--- src/rtl/mem_stage_if.sv ---
// mem_stage_if: data-memory request/ready bus between the memory stage (master) and data memory (slave).
interface mem_stage_if;
   logic        dmem_req;
   logic        dmem_we;
   logic [31:0] dmem_addr;
   logic [3:0]  dmem_be;
   logic [31:0] dmem_wdata;
   logic [31:0] dmem_rdata;
   logic        dmem_ready;
   modport master (output dmem_req, dmem_we, dmem_addr, dmem_be, dmem_wdata, input dmem_rdata, dmem_ready);
   modport slave  (input dmem_req, dmem_we, dmem_addr, dmem_be, dmem_wdata, output dmem_rdata, dmem_ready);
endinterface

--- src/rtl/mem_stage.sv ---
// mem_stage: EX/MEM register, sized big-endian loads/stores with ready timeout, branch resolve, MEM/WB register.
module mem_stage #(
   parameter int TIMEOUT = 16
) (
   input  logic        clk,
   input  logic        reset,
   input  logic        MemWr,
   input  logic        MemtoReg,
   input  logic        RegWr,
   input  logic        Branch,
   input  logic        Zero,
   input  logic        Jump,
   input  logic        Jal,
   input  logic        Loadext,
   input  logic [1:0]  Dsize,
   input  logic [1:0]  FPoint,
   input  logic [31:0] ALUout,
   input  logic [31:0] BusB,
   input  logic [4:0]  Rw,
   input  logic [31:0] BranchTarget,
   input  logic [31:0] NextAddress,
   mem_stage_if.master dmem,
   output logic        stall,
   output logic        take_branch,
   output logic [31:0] branch_target,
   output logic        wb_valid,
   output logic        wb_RegWr,
   output logic [4:0]  wb_Rw,
   output logic [31:0] wb_data,
   output logic [1:0]  wb_FPoint,
   output logic        mem_err
);
   typedef enum logic {IDLE, WAIT} state_t;
   typedef struct packed {
      logic        mem_wr, mem_to_reg, reg_wr, branch, zero, jal, loadext;
      logic [1:0]  dsize, fpoint;
      logic [31:0] alu, busb;
      logic [4:0]  rw;
      logic [31:0] btarget, next_addr;
   } exmem_t;
   localparam int CW = $clog2(TIMEOUT);

   exmem_t        ex_q, ex_d;
   state_t        state_q, state_d;
   logic [CW-1:0] cnt_q, cnt_d;
   logic          wb_valid_q, wb_valid_d, wb_regwr_q, wb_regwr_d, take_q, take_d, err_q, err_d;
   logic [4:0]    wb_rw_q, wb_rw_d;
   logic [1:0]    wb_fp_q, wb_fp_d;
   logic [31:0]   wb_data_q, wb_data_d, bt_q, bt_d;
   logic [1:0]    a;
   logic          memop, is_half, is_byte, is_word, mis, go, abort, done;
   logic [7:0]    ld_b;
   logic [15:0]   ld_h;
   logic [31:0]   ld;
   logic          unused_jump;

   assign unused_jump = Jump;
   assign dmem.dmem_req   = go;
   assign dmem.dmem_we    = go & ex_q.mem_wr;
   assign dmem.dmem_addr  = go ? {ex_q.alu[31:2], 2'b00} : '0;
   assign dmem.dmem_be    = ~go ? 4'b0000 : is_byte ? 4'b1000 >> a : is_half ? (a[1] ? 4'b0011 : 4'b1100) : 4'b1111;
   assign dmem.dmem_wdata = ~go ? '0 : is_byte ? {4{ex_q.busb[7:0]}} : is_half ? {2{ex_q.busb[15:0]}} : ex_q.busb;

   always_comb begin
      a = ex_q.alu[1:0];
      memop = ex_q.mem_wr | ex_q.mem_to_reg;
      is_half = ex_q.dsize == 2'b01;
      is_byte = ex_q.dsize == 2'b10;
      is_word = ex_q.dsize[1] == ex_q.dsize[0];
      mis = memop & ((is_half & a[0]) | (is_word & (a != 2'b00)));
      go = memop & ~mis;
      // give up on the TIMEOUT-th cycle the request has been presented
      abort = (state_q == WAIT) & ~dmem.dmem_ready & (cnt_q == CW'(TIMEOUT - 2));
      stall = go & ~dmem.dmem_ready & ~abort;
      done = ~stall & ~mis & ~abort;
      ld_b = 8'(dmem.dmem_rdata >> {~a, 3'b000});
      ld_h = a[1] ? dmem.dmem_rdata[15:0] : dmem.dmem_rdata[31:16];
      ld = is_byte ? {{24{ex_q.loadext & ld_b[7]}}, ld_b}
         : is_half ? {{16{ex_q.loadext & ld_h[15]}}, ld_h} : dmem.dmem_rdata;
      ex_d = stall ? ex_q : {MemWr, MemtoReg, RegWr, Branch, Zero, Jal, Loadext, Dsize, FPoint,
                             ALUout, BusB, Rw, BranchTarget, NextAddress};
      if (state_q == IDLE) state_d = (go & ~dmem.dmem_ready) ? WAIT : IDLE;
      else state_d = (dmem.dmem_ready | abort) ? IDLE : WAIT;
      cnt_d = (state_q == WAIT) ? cnt_q + 1'b1 : '0;
      wb_valid_d = done;
      wb_regwr_d = done & ex_q.reg_wr & ~ex_q.mem_wr;
      wb_rw_d = done ? ex_q.rw : '0;
      wb_fp_d = done ? ex_q.fpoint : '0;
      wb_data_d = ~done ? '0 : ex_q.mem_to_reg ? ld : ex_q.jal ? ex_q.next_addr : ex_q.alu;
      take_d = ~stall & ex_q.branch & ex_q.zero;
      bt_d = stall ? bt_q : ex_q.btarget;
      err_d = mis | abort;
   end

   always_ff @(posedge clk or posedge reset) begin
      if (reset) begin
         ex_q <= '0;
         state_q <= IDLE;
         cnt_q <= '0;
         wb_valid_q <= 1'b0;
         wb_regwr_q <= 1'b0;
         wb_rw_q <= '0;
         wb_fp_q <= '0;
         wb_data_q <= '0;
         take_q <= 1'b0;
         bt_q <= '0;
         err_q <= 1'b0;
      end else begin
         ex_q <= ex_d;
         state_q <= state_d;
         cnt_q <= cnt_d;
         wb_valid_q <= wb_valid_d;
         wb_regwr_q <= wb_regwr_d;
         wb_rw_q <= wb_rw_d;
         wb_fp_q <= wb_fp_d;
         wb_data_q <= wb_data_d;
         take_q <= take_d;
         bt_q <= bt_d;
         err_q <= err_d;
      end
   end

   assign take_branch = take_q;
   assign branch_target = bt_q;
   assign wb_valid = wb_valid_q;
   assign wb_RegWr = wb_regwr_q;
   assign wb_Rw = wb_rw_q;
   assign wb_data = wb_data_q;
   assign wb_FPoint = wb_fp_q;
   assign mem_err = err_q;
endmodule
--- src/flat_wrapper.sv ---
// flat-port wrapper written by rule: the top's interface ports become plain ports
module mem_stage_flat 
#(
   parameter int TIMEOUT = 16
)
  (clk, reset, MemWr, MemtoReg, RegWr, Branch, Zero, Jump, Jal, Loadext, Dsize, FPoint, ALUout, BusB, Rw, BranchTarget, NextAddress, stall, take_branch, branch_target, wb_valid, wb_RegWr, wb_Rw, wb_data, wb_FPoint, mem_err, dmem_dmem_req, dmem_dmem_we, dmem_dmem_addr, dmem_dmem_be, dmem_dmem_wdata, dmem_dmem_rdata, dmem_dmem_ready);
  mem_stage_if dmem_i ();
  input  logic clk;
  input  logic reset;
  input  logic MemWr;
  input  logic MemtoReg;
  input  logic RegWr;
  input  logic Branch;
  input  logic Zero;
  input  logic Jump;
  input  logic Jal;
  input  logic Loadext;
  input  logic [1:0] Dsize;
  input  logic [1:0] FPoint;
  input  logic [31:0] ALUout;
  input  logic [31:0] BusB;
  input  logic [4:0] Rw;
  input  logic [31:0] BranchTarget;
  input  logic [31:0] NextAddress;
  output logic stall;
  output logic take_branch;
  output logic [31:0] branch_target;
  output logic wb_valid;
  output logic wb_RegWr;
  output logic [4:0] wb_Rw;
  output logic [31:0] wb_data;
  output logic [1:0] wb_FPoint;
  output logic mem_err;
  output wire logic [$bits(dmem_i.dmem_req)-1:0] dmem_dmem_req;
  output wire logic [$bits(dmem_i.dmem_we)-1:0] dmem_dmem_we;
  output wire logic [$bits(dmem_i.dmem_addr)-1:0] dmem_dmem_addr;
  output wire logic [$bits(dmem_i.dmem_be)-1:0] dmem_dmem_be;
  output wire logic [$bits(dmem_i.dmem_wdata)-1:0] dmem_dmem_wdata;
  input wire logic [$bits(dmem_i.dmem_rdata)-1:0] dmem_dmem_rdata;
  input wire logic [$bits(dmem_i.dmem_ready)-1:0] dmem_dmem_ready;
  assign dmem_dmem_req = dmem_i.dmem_req;
  assign dmem_dmem_we = dmem_i.dmem_we;
  assign dmem_dmem_addr = dmem_i.dmem_addr;
  assign dmem_dmem_be = dmem_i.dmem_be;
  assign dmem_dmem_wdata = dmem_i.dmem_wdata;
  assign dmem_i.dmem_rdata = dmem_dmem_rdata;
  assign dmem_i.dmem_ready = dmem_dmem_ready;
  mem_stage #(.TIMEOUT(TIMEOUT)) u_core (.clk(clk), .reset(reset), .MemWr(MemWr), .MemtoReg(MemtoReg), .RegWr(RegWr), .Branch(Branch), .Zero(Zero), .Jump(Jump), .Jal(Jal), .Loadext(Loadext), .Dsize(Dsize), .FPoint(FPoint), .ALUout(ALUout), .BusB(BusB), .Rw(Rw), .BranchTarget(BranchTarget), .NextAddress(NextAddress), .dmem(dmem_i), .stall(stall), .take_branch(take_branch), .branch_target(branch_target), .wb_valid(wb_valid), .wb_RegWr(wb_RegWr), .wb_Rw(wb_Rw), .wb_data(wb_data), .wb_FPoint(wb_FPoint), .mem_err(mem_err));
endmodule
--- config.mk ---
export PLATFORM = sky130hd
export DESIGN_NAME = mem_stage_flat
export DESIGN_NICKNAME = d
export VERILOG_FILES = /design/src/rtl/mem_stage_if.sv /design/src/rtl/mem_stage.sv /design/src/flat_wrapper.sv
export SDC_FILE = /design/constraint.sdc
export NUM_CORES = 1
export LEC_CHECK = 0
export ABC_AREA = 1
export BUFFER_PORTS_ARGS = -buffer_cell sky130_fd_sc_hd__buf_4
export CORE_MARGIN = 10
export CORE_UTILIZATION = 40
export DETAILED_ROUTE_END_ITERATION = 8
export PLACE_DENSITY = 0.68
export SYNTH_ARGS = -nofsm -noshare
export SYNTH_HDL_FRONTEND = slang
export SYNTH_SLANG_ARGS = --single-unit
export TNS_END_PERCENT = 50
--- constraint.sdc ---
create_clock -name clk -period 8.8 [get_ports clk]
set_input_delay 2.64 -clock clk [delete_from_list [all_inputs] [get_ports clk]]
set_output_delay 2.64 -clock clk [all_outputs]
set_load 0.005 [all_outputs]
==> run_results.csv, run 1 <==
group,metric,value,unit
critical_path,crit_path_frequent_cell,"buf_4",
finish,final_layout_size_suffix_gt1_frac,0.239,
synthesis,yosysMostFrequentCell,"nand2_1",
synthesis,yosys-top-cells-area,"dfrtp_1, nand2_1, a21oi_1",
placed_design,dpl_cell_area,12800,sq um
route,drt-initial-drc-count,945,
timing,rsz0062_at_grt,"no",
placed_design,io_buffers,322,
cts,cts_setup_buffers,0,
route,wl_per_cell,17.5,um
cts,tritoncts,"done",
synthesis,synth_largest_area_cell,"dfrtp_1",
finish,seq_area,5610,sq um
synthesis,ys.flop_type,"dfrtp_1",
grt,grt_pass1_vias,9228,
synthesis,synth-seq-cells,224,
floorplan,io_pins,326,
synthesis,syn_area,10300,sq um
pwr,power_density,422,nW/um^2
hold_path,hold_class,"register to register",
finish,fin_area,13700,sq um
timing,worst_slew_pin_slew,1.06,ns
cts,post_cts_resized,0,
pwr,ir_drop,0.364,mV
critical_path,cpMaxStageDelayCell,"nand3_4",
critical_path,required,6.16,ns
synthesis,synth.distinct_cells,25,
outcome,status,"completed",
finish,multi_input_area,3920,sq um
synthesis,async_reset_ff_frac,1.00,
cts,clk-insertion-delay-late,0.52,ns
synthesis,avgSynthCellArea,7.76,sq um
critical_path,arrival,4.02,ns
floorplan,core_region_area,25300,sq um
timing,tns,0,ns
critical_path,cp_num_buf_inv,3,
synthesis,synthTopCellsByCount,"nand2_1, dfrtp_1, nor2_1",
synthesis,netlist_instances,1327,
critical_path,worstPathCellList,"buf_4 -> nor2_1 -> nand4_1 -> nand3_4 -> clkinv_2 -> buf_4",
cts,cts_root_buf,"clkbuf_16",
critical_path,worstPathMaxFanout,82,
placed_design,post-place-ws,2.13,ns
floorplan,die_area,32600,sq um
job,maxCapViolations,0,
cts,clkSinkCount,224,
placed_design,dp_hpwl,24500,um
route,drtAntennaViolNets,0,
route,viasPerCell,4.89,
cts,cts_buffers,26,
route,drc,0,
cts,hold_buffers,0,
timing,min_period_over_period,0.756,
grt,grt_pass1_wl,53300,um
floorplan,rows,58,
finish,area_growth,32.9,%
cts,clk_path_buf_depth,3,
timing,finClkSkew,0.0107,ns
pwr,p_leak,0.00747,uW
finish,fin_nets,1790,
timing,slew_viol_final,0,
route,firstDrtPassIters,7,
timing,period_needed,6.66,ns
grt,overflow,0,
synthesis,synth_edf_count,0,
floorplan,die_h,180,um
synthesis,netlist.area_leader.share,0.544,
grt,grtUsageTotal,0.200,
timing,max_freq,0.150,GHz
cts,htreeDepth,1,
synthesis,synth_seq_area_share,0.544,
cts,clk_pin_slew,0.06,ns
critical_path,path_class,"input port to output pin",
grt,antenna_found_initial,5,
timing,worst_slack,2.14,ns
timing,slew_headroom,0.291,
route,wl,34200,um
critical_path,cp_top_family,"simple AND/OR/NAND/NOR gates",
critical_path,cp-end-kind,"output pin",
finish,fill_cells,2385,
grt,grt_max_degree,85,
placed_design,globalplace.congestion,0.935,
critical_path,critPathLaunchType,"input port",
critical_path,crit_path_max_incr_delay,0.66,ns
timing,finalHoldViolations,0,
floorplan,die_w,180,um
pwr,total_power,5780,uW
route,vias,9586,
timing,setup_violations,0,
synthesis,ys_warn_count,0,
floorplan,initial_core_util,0.408,
## layout make-up
cell class                 instances  area share
sequential                       224       0.410
multi-input combinational        925       0.286
timing repair buffer             334       0.183
clock buffer                      37      0.0557
tap                              330      0.0302
inverter                          95      0.0267
clock inverter                    10     0.00777
antenna                            4    0.000731
## cells by family (layout without fill, tap and decap cells)
logic type | count (synthesis) | count (layout) | synth area share
xor+xnor | 2 | 2 | 0.00170
other cells | 1 | 6 | 0.000364
fa+ha+maj | 4 | 4 | 0.00486
buf+inv | 179 | 476 | 0.0757
flops | 224 | 224 | 0.544
compound gates | 217 | 217 | 0.106
simple gates | 700 | 700 | 0.267
## sequential cells by signal (all words and copies together), names as in the netlist, 2 cells and up
name / cells
u_core.a: 2
u_core.wb_FPoint: 2
u_core.ex_q: 142
u_core.cnt_q: 4
u_core.wb_data: 32
u_core.wb_Rw: 5
u_core.branch_target: 32
## cells in the final DEF (no fill, tap or decap), types with 2 or more instances in the layout
cell       netlist  routed
bufinv_16        0       2
o21ai_0         84      84
nor2_1         132     132
o21ai_1         25      25
clkbuf_8         0       5
o22ai_1          8       8
ha_1             4       4
clkbuf_16        0      27
dfrtp_2          0       2
dfrtp_1        224     222
buf_4            2     334
nor3_1           2       2
conb_1           1       2
nand3_1         56      56
nand4_1          9       9
clkinv_2         0       7
inv_1           90      89
a21oi_1        100     100
nand2_1        497     497
clkbuf_1        35       5
diode_2          0       4
inv_2            5       4
## report_power, final
group	switching, uW	internal, uW	leakage [uW]
registers	285	1530	0.00271
clock network	428	660	0.000431
logic	1770	1110	0.00432
## layer usage
metal	global-route usage	part of all wire	vias to the layer above
met3	0.0608	0.081	55
met4	0.0479	0.023	2
met1	0.265	0.44	4476
met2	0.314	0.46	332
li1	-	-	4721
met5	0	0.00038	-
## final timing paths
check / start / to / slack [ns] / depth (start not counted)
max in group asynchronous: reset / u_core.ex_q[138] / 5.11 / 3
max: dmem_dmem_ready / stall / 2.14 / 6
min reg2reg: u_core.ex_q[143] / u_core.wb_RegWr / 0.43 / 1
min: u_core.ex_q[143] / u_core.wb_RegWr / 0.43 / 1
max reg2reg: u_core.ex_q[136] / u_core.ex_q[78] / 4.83 / 11
min in group asynchronous: reset / u_core.ex_q[49] / 2.20 / 2
## metrics by stage
stage                      util  hold slack [ns]  std cells
after detailed placement  0.507            0.431       1908
after CTS                 0.542            0.440       1955
after floorplan               -            0.410       1328
after global placement    0.507            0.417       1908
final                     0.542            0.435       1959
after global routing      0.542            0.459       1956
Note: power is estimated with default switching activity, not from simulation.
==> inputs of run 2 (changes only) <==
--- a/config.mk
+++ b/config.mk
@@ -5,12 +5,11 @@
 export SDC_FILE = /design/constraint.sdc
 export NUM_CORES = 1
 export LEC_CHECK = 0
-export ABC_AREA = 1
+export ABC_AREA = 0
 export BUFFER_PORTS_ARGS = -buffer_cell sky130_fd_sc_hd__buf_4
 export CORE_MARGIN = 10
 export CORE_UTILIZATION = 40
 export DETAILED_ROUTE_END_ITERATION = 8
-export PLACE_DENSITY = 0.68
 export SYNTH_ARGS = -nofsm -noshare
 export SYNTH_HDL_FRONTEND = slang
 export SYNTH_SLANG_ARGS = --single-unit
==> constraint.sdc (replaced) <==
create_clock -name clk -period 6.5 [get_ports clk]
set_input_delay 1.95 -clock clk [delete_from_list [all_inputs] [get_ports clk]]
set_output_delay 1.95 -clock clk [all_outputs]
set_load 0.005 [all_outputs]
==> run_results.csv, run 2 <==
group,metric,value,unit
cts,clk-insertion-delay-late,0.53,ns
floorplan,core_region_area,26100,sq um
grt,grt_max_degree,128,
timing,fin_hold_ws,0.498,ns
critical_path,cp-end-kind,"output pin",
synthesis,ys_warn_count,0,
route,firstDrtPassIters,4,
grt,grt_pass1_wl,48700,um
cts,clk_path_buf_depth,3,
synthesis,synthTopCellsByCount,"dfrtp_1, mux2_4, mux2_2",
synthesis,synth-seq-cells,224,
cts,cts_buffers,26,
critical_path,cpMaxStageDelayCell,"inv_2",
synthesis,async_reset_ff_frac,1.00,
cts,clkSinkCount,224,
critical_path,path_class,"register to output pin",
placed_design,io_buffers,322,
synthesis,avgSynthCellArea,13.3,sq um
finish,top_register,"u_core.ex_q",
critical_path,crit_end,"stall",
floorplan,initial_core_util,0.407,
finish,area_growth,32.2,%
timing,finClkSkew,0.00575,ns
timing,rsz0062_at_grt,"no",
timing,period_needed,5.41,ns
synthesis,synth_seq_area_share,0.528,
placed_design,globalplace.congestion,0.839,
critical_path,critPathLaunchType,"register",
pwr,p_leak,0.00681,uW
pwr,power_density,370,nW/um^2
cts,hold_buffers,0,
cts,post_cts_resized,0,
critical_path,worstPathMaxFanout,41,
critical_path,startpoint,"u_core.ex_q[136]",
critical_path,worstPathCellList,"inv_1 -> ha_1 -> o21a_1 -> a21oi_1 -> o21ai_2 -> buf_4 -> inv_2 -> nand3b_4 -> inv_1 -> buf_4",
cts,htreeDepth,1,
floorplan,rows,59,
pwr,ir_drop,0.282,mV
timing,worst_slew_pin_slew,1.15,ns
critical_path,crit_path_max_incr_delay,0.57,ns
floorplan,die_area,33400,sq um
floorplan,die_h,183,um
finish,largest_reg_flops,142,
critical_path,cp_top_family,"buffers and inverters",
synthesis,syn_area,10600,sq um
finish,layout_common_cells,"buf_4, dfrtp_1, mux2_4, mux2_2, nor2_1",
placed_design,placedCellCount,1403,
timing,tns,0,ns
grt,overflow,0,
route,viasPerCell,5.07,
critical_path,rr_startpoint,"u_core.ex_q[136]",
route,drc,0,
route,drt-initial-drc-count,453,
route,vias,7365,
synthesis,netlist_instances,797,
critical_path,r2r-end,"u_core.branch_target[14]",
outcome,status,"completed",
floorplan,io_pins,326,
cts,clk_pin_slew,0.06,ns
route,wl_per_cell,22.0,um
timing,setup_violations,0,
synthesis,ys.flop_type,"dfrtp_1",
critical_path,rr_worst_depth,11,
grt,grtUsageTotal,0.182,
finish,final_layout_size_suffix_gt1_frac,0.498,
synthesis,yosysMostFrequentCell,"dfrtp_1",
synthesis,synth.distinct_cells,46,
cts,cts_setup_buffers,0,
grt,grt_pass1_vias,7858,
timing,max_freq,0.185,GHz
critical_path,r2r_slack,1.88,ns
job,maxCapViolations,0,
timing,slew_headroom,0.234,
critical_path,arrival,3.46,ns
floorplan,die_w,183,um
timing,slew_viol_final,0,
placed_design,dp_hpwl,22700,um
synthesis,synth_largest_area_cell,"dfrtp_1",
cts,tritoncts,"done",
synthesis,yosys-top-cells-area,"dfrtp_1, mux2_4, mux2_2",
critical_path,cp_num_buf_inv,5,
route,drtAntennaViolNets,0,
grt,antenna_found_initial,6,
route,wl,31900,um
hold_path,hold_class,"register to register",
finish,layout_commonest_cell,"buf_4",
timing,min_period_over_period,0.833,
synthesis,netlist.area_leader.share,0.528,
timing,finalHoldViolations,0,
cts,cts_root_buf,"clkbuf_16",
finish,fin_nets,1280,
critical_path,required,4.55,ns
finish,fin_cells,1453,
synthesis,synth_edf_count,0,
critical_path,crit_cells,10,
run 2: power breakdown:
group          internal [uW]  switching [uW]
combinational            993             821
sequential              1720             213
clock                    856             587
total                   3570            1620
run 2: area by class of cell:
type	instances	area, sq um
Multi-Input combinational cell	506	4610
Inverter	8	33.8
Sequential cell	224	5610
Tap cell	335	419
Fill cell	2300	12000
Antenna cell	3	7.51
Clock buffer	40	733
Timing Repair Buffer	330	2500
Clock inverter	7	104
run 2: logic make-up (layout without fill, tap and decap cells):
family | after synthesis | in the layout | synth area share
AOI/OAI and AO/OA | 109 | 109 | 0.0842
xor gates and xnor gates | 2 | 2 | 0.00165
adders and majority gates | 4 | 4 | 0.00472
buffers and inverters | 68 | 385 | 0.0377
DFF | 224 | 224 | 0.528
muxes | 210 | 210 | 0.255
other | 1 | 5 | 0.000354
and+or+nand+nor | 179 | 179 | 0.0875
run 2: through the flow:
stage	instance area [sq um]	total power (uW)	util	worst slack, ns
5_1_grt	14000	5490	0.538	0.797
4_1_cts	14000	5270	0.538	0.964
6_report	14000	5190	0.538	1.09
2_1_floorplan	10600	2980	-	1.63
3_3_place_gp	13200	3780	0.506	1.60
3_5_place_dp	13200	3800	0.506	1.58
run 2: how the worst min path moves through the flow:
stage	startpoint	end	slack (ns)	depth (start not counted)
2_1_floorplan	u_core.cnt_q[0]	u_core.cnt_q[0]	0.45	1
6_report	u_core.ex_q[140]	u_core.ex_q[140]	0.50	1
3_3_place_gp	u_core.cnt_q[0]	u_core.cnt_q[0]	0.48	1
5_1_grt	u_core.ex_q[140]	u_core.take_branch	0.51	1
4_1_cts	u_core.ex_q[140]	u_core.take_branch	0.50	1
3_5_place_dp	u_core.ex_q[140]	u_core.ex_q[140]	0.48	1
run 2: per-layer routing:
metal,wire [um],GRT usage,vias up
met1,13700,0.236,3631
li1,-,-,3428
met2,15100,0.293,265
met3,2730,0.0600,35
met4,420,0.0374,6
met5,41,0,-
